<file path="src/rtl/mem_arbiter.sv">
// mem_arbiter: arbitrates icache/dcache word requests onto a single-port RAM.
// Define MEM_ARB_PERF_EN for completion counters and a starvation pulse output.
module mem_arbiter #(
  parameter int unsigned STARVE_LIMIT = 4
) (
  input  logic        CLK,
  input  logic        nRST,
  input  logic        iREN,
  input  logic [31:0] iaddr,
  output logic        iwait,
  output logic [31:0] iload,
  input  logic        dREN,
  input  logic        dWEN,
  input  logic [31:0] daddr,
  input  logic [31:0] dstore,
  output logic        dwait,
  output logic [31:0] dload,
  output logic        ramREN,
  output logic        ramWEN,
  output logic [31:0] ramaddr,
  output logic [31:0] ramstore,
  input  logic [31:0] ramload,
  input  logic [1:0]  ramstate,
  output logic        mem_err
`ifdef MEM_ARB_PERF_EN
  ,
  output logic [31:0] icnt,
  output logic [31:0] dcnt,
  output logic        starve_evt
`endif
);

  typedef enum logic [1:0] {
    IDLE = 2'b00,
    DACC = 2'b01,
    IACC = 2'b10
  } state_e;

  localparam logic [1:0] RS_ACCESS = 2'b10;
  localparam logic [1:0] RS_ERROR  = 2'b11;
  localparam logic [4:0] LIMIT     = 5'(STARVE_LIMIT);

  state_e     state_q, state_d;
  logic [3:0] starve_q, starve_d;
  logic       err_q, err_d;
  logic       dreq;
  logic       access;
  logic       force_i;
  logic [4:0] starve_inc;

  assign dreq       = dREN | dWEN;
  assign access     = (ramstate == RS_ACCESS);
  assign starve_inc = {1'b0, starve_q} + 5'd1;

  always_comb begin
    state_d  = state_q;
    starve_d = starve_q;
    err_d    = err_q;
    force_i  = 1'b0;
    iwait    = 1'b1;
    dwait    = 1'b1;
    iload    = '0;
    dload    = '0;
    ramREN   = 1'b0;
    ramWEN   = 1'b0;
    ramaddr  = '0;
    ramstore = '0;
    unique case (state_q)
      IDLE: begin
        if (dreq)      state_d = DACC;
        else if (iREN) state_d = IACC;
      end
      DACC: begin
        ramaddr  = daddr;
        ramstore = dstore;
        ramWEN   = dWEN;
        ramREN   = dREN & ~dWEN;
        if (ramstate == RS_ERROR) err_d = 1'b1;
        if (access) begin
          dwait = 1'b0;
          dload = ramload;
          if (iREN) begin
            starve_d = (starve_q == 4'hF) ? 4'hF : starve_inc[3:0];
            // icache has waited long enough: hand it the next grant
            if (starve_inc >= LIMIT) begin
              force_i  = 1'b1;
              starve_d = '0;
            end
          end else begin
            starve_d = '0;
          end
        end
        if (force_i)   state_d = IACC;
        else if (!dreq) state_d = iREN ? IACC : IDLE;
      end
      IACC: begin
        ramREN  = iREN;
        ramaddr = iaddr;
        iload   = ramload;
        if (ramstate == RS_ERROR) err_d = 1'b1;
        if (access) begin
          iwait = 1'b0;
          if (dreq)      state_d = DACC;
          else if (iREN) state_d = IACC;
          else           state_d = IDLE;
        end else if (!iREN) begin
          state_d = IDLE;
        end
      end
      default: state_d = IDLE;
    endcase
  end

  always_ff @(posedge CLK or negedge nRST) begin
    if (!nRST) begin
      state_q  <= IDLE;
      starve_q <= '0;
      err_q    <= 1'b0;
    end else begin
      state_q  <= state_d;
      starve_q <= starve_d;
      err_q    <= err_d;
    end
  end

  assign mem_err = err_q;

`ifdef MEM_ARB_PERF_EN
  logic [31:0] icnt_q, dcnt_q;
  logic        evt_q;
  logic        icomp, dcomp;

  assign icomp = (state_q == IACC) & access;
  assign dcomp = (state_q == DACC) & access;

  always_ff @(posedge CLK or negedge nRST) begin
    if (!nRST) begin
      icnt_q <= '0;
      dcnt_q <= '0;
      evt_q  <= 1'b0;
    end else begin
      icnt_q <= icnt_q + 32'(icomp);
      dcnt_q <= dcnt_q + 32'(dcomp);
      evt_q  <= force_i;
    end
  end

  assign icnt       = icnt_q;
  assign dcnt       = dcnt_q;
  assign starve_evt = evt_q;
`endif

endmodule
</file>
<file path="config.mk">
export PLATFORM = sky130hd
export DESIGN_NAME = mem_arbiter
export DESIGN_NICKNAME = d
export VERILOG_FILES = /design/src/rtl/mem_arbiter.sv
export SDC_FILE = /design/constraint.sdc
export NUM_CORES = 1
export LEC_CHECK = 0
export CAP_MARGIN = 0
export CORE_AREA = 3 3 103 105
export DETAILED_ROUTE_END_ITERATION = 7
export DIE_AREA = 0 0 106 108
export PLACE_DENSITY = 0.74
export SYNTH_ARGS = -nofsm -noshare
export SYNTH_HDL_FRONTEND = slang
export SYNTH_SLANG_ARGS = --single-unit
export TNS_END_PERCENT = 1
</file>
<file path="constraint.sdc">
create_clock -name CLK -period 2 [get_ports CLK]
set_input_delay 0.5 -clock CLK [delete_from_list [all_inputs] [get_ports CLK]]
set_output_delay 0.5 -clock CLK [all_outputs]
set_load 0.02 [all_outputs]
</file>
==> metrics.yaml <==
outcome: "finished with violations"
violations: "setup timing"
synth_area_per_cell_um2: 6.90
io_buffers: 267
hold_viol_final: 0
hp-class: "flop to flop"
crit_path_end_kind: "output pin"
synth_edf_count: 0
synth_cell_types: 28
final_area_mm2: 0.00507
synth_compound_area_frac: 0.191
grt_usage: 0.172
grt_pass1_wl_mm: 15.6
worstPathCellList: "buf_6 -> ha_4 -> buf_12 -> buf_12 -> a22oi_2 -> nor2b_1 -> buf_4"
cp.required_ps: 1500
dp_hpwl_mm: 8.34
rr_worst_depth: 6
synthMostInstantiatedCell: "and2_1"
synthesis.area_mm2: 0.00159
yosys.area.top_type: "and2_1"
routedWlPerCell_um: 16.7
min_to: "starve_q[2]$_DFFE_PN0P_"
critPathMaxStageDelay_ps: 410
viasPerCell: 4.45
ys_warn_count: 0
numCtsBuffers: 3
pin_count: 268
switching_share: 0.455
synth_mux_area_frac: 0.0189
max_slew.worst_pin.slew_ps: 324
fmax_mhz: 474
drc: 0
synth_cells: 230
ys_ff_latch: 7
routabilityCongestion: 0.812
pwr-share-seq: 0.042
clkPwrFrac: 0.040
worst-setup-path-type: "flop to output pin"
cts_sinks: 7
async_reset_ff_frac: 1.00
rrSetupSlack_ps: 220
area_delta_synth_final_pct: 220
synthXorXnorAreaFrac: 0
synthFlopType: "dfrtp_1"
dp_cells: 625
finalSetupViolCount: 98
fillers: 928
die_h_um: 108
synth_fa_ha_area_frac: 0.0394
clock-skew-final_ps: 1.32
netlist_top_cells_area: "and2_1 26%, a22oi_1 15%, nor2b_1 13%"
crit_slowest_cell: "dfrtp_1"
whs_ps: 482
yosysTopAreaCellShare: 0.260
cp_common_cell: "buf_12"
rsz0062_at_grt: "yes"
wl_mm: 10.8
synth.top_cells.by_count: "66 x and2_1, 33 x nor2b_1, 32 x a22oi_1, 32 x and3_1, 21 x clkbuf_1"
crit_path_max_fanout: 9
drt_pre_antenna_iters: 4
crit_arrival_ps: 1610
hold_start: "starve_q[2]$_DFFE_PN0P_"
ir_drop_mv: 0.604
final_util: 0.521
ys_seq_area_frac: 0.110
multi_input_area_mm2: 0.00153
drtAntennaViolNets: 0
power.leakage_uw: 0.00225
core-area_mm2: 0.00973
p_per_area_mw_per_mm2: 988
fin_crit_ps: 2110
timing.max_cap.violations: 0
clk_latency_ps: 230
n_antenna_cell: 0
cts_hold_buf: 0
overflow: 0
cts_max_level: 1
setup_slack_ps: -112
die_w_um: 106
syn-num-nets: 370
intPower_uw: 2730
fin_crit_sh: 1.06
instances_no_fill: 647
r2r_start: "state_q[1]$_DFFE_PN0P_"
finalMaxSlewViolations: 0
p_sw_uw: 2280
grt_max_degree: 30
tritoncts: "yes"
hold_depth: 1
grt_pass1_vias: 3066
synth_top_family_by_area: "simple AND/OR/NAND/NOR gates"
nets: 655
grt_antenna_before_repair: 0
rr_endpoint: "state_q[1]$_DFFE_PN0P_"
drive_gt1_frac: 0.451
combPwrFrac: 0.917
start_kind: "flop"
placed_area_mm2: 0.00455
seq_area_um2: 175
synthSimpleGateAreaFrac: 0.571
p_total_uw: 5010
maxSlewHeadroom: 0.782
path_clk_slew_ps: 40
clock-root-buffer: "clkbuf_8"
die-area_mm2: 0.0114
num_vias: 2877
drt-initial-drc-count: 98
num_rows: 36
clockBufferDepth: 2
initial_core_util: 0.163
## how the worst max path moves through the flow
stage / start / end / slack (ps) / depth (start not counted)
after floorplan: state_q[0]$_DFFE_PN0P_ / ramaddr[0] / 10 / 6
after global placement: ramstate[1] / dload[28] / -630 / 5
after detailed placement: ramstate[1] / dload[9] / -650 / 5
after CTS: state_q[0]$_DFFE_PN0P_ / ramaddr[31] / -110 / 7
after global routing: state_q[0]$_DFFE_PN0P_ / ramaddr[29] / -200 / 7
final: state_q[0]$_DFFE_PN0P_ / ramaddr[29] / -110 / 7
## state kept, by name (all words and copies together), names as in the netlist
name / cells
mem_err: 1
starve_q: 4
state_q: 2
## per-layer routing
metal  wire, um  up-vias  global-route usage
met2       5900      187               0.348
li1           -     1358                   -
met4        183        0              0.0370
met1       3750     1319               0.175
met3        952       13              0.0448
met5          0        -                   0
## through the flow
step           TNS (ps)  setup WS [ps]
2_1_floorplan         0           14.8
3_3_place_gp     -46390           -627
3_5_place_dp     -50650           -653
4_1_cts           -7490           -113
5_1_grt          -13540           -197
6_report          -5820           -112
## cells in the final DEF (no fill, tap or decap), drive strengths merged, types with 2 or more instances in the layout
master / netlist / final
a22oi: 32 / 32
and2: 67 / 67
and3: 32 / 32
buf: 5 / 135
clkbuf: 21 / 3
clkdlybuf4s15: 0 / 37
clkdlybuf4s50: 0 / 132
dfrtp: 7 / 7
dlygate4sd2: 0 / 2
ha: 5 / 5
inv: 2 / 2
mux2: 2 / 2
nand2: 6 / 6
nor2b: 33 / 33
nor3: 3 / 3
o21ai: 3 / 3
## timing repair
item	4_1_cts	5_1_grt
cloned	6	0
endpoints found under the setup margin	134	119
pin swaps	15	5
resized for setup	624	42
buffers inserted	12	0
## critical path, delay by kind of cell (launching register included)
kind / cells / cell delay, ps
buffers and inverters: 4 / 580
AO/OA/AOI/OAI: 1 / 150
AND/OR/NAND/NOR: 1 / 70
adder cells (fa/ha/maj): 1 / 170
flip-flops: 1 / 410
## cell type report
type | instances | area share
clock buffer | 3 | 0.00814
clock inverter | 1 | 0.000987
inverter | 2 | 0.00148
multi-input combinational | 195 | 0.302
sequential | 7 | 0.0346
tap | 133 | 0.0328
timing repair buffer | 306 | 0.620
## power groups by stage
stage	Sequential, uW	Clock (uW)	Combinational [uW]
2_1_floorplan	204	0	1980
3_3_place_gp	204	0	3970
3_5_place_dp	209	0	4020
4_1_cts	212	209	4420
5_1_grt	216	220	4870
6_report	212	202	4590
## logic make-up (layout without fill, tap and decap cells)
group           Yosys count  after routing
flops                     7              7
mux                       2              2
fa+ha+maj                 5              5
compound gates           41             41
buf+inv                  28            312
simple gates            147            147
(Power assumes the default switching activity.)
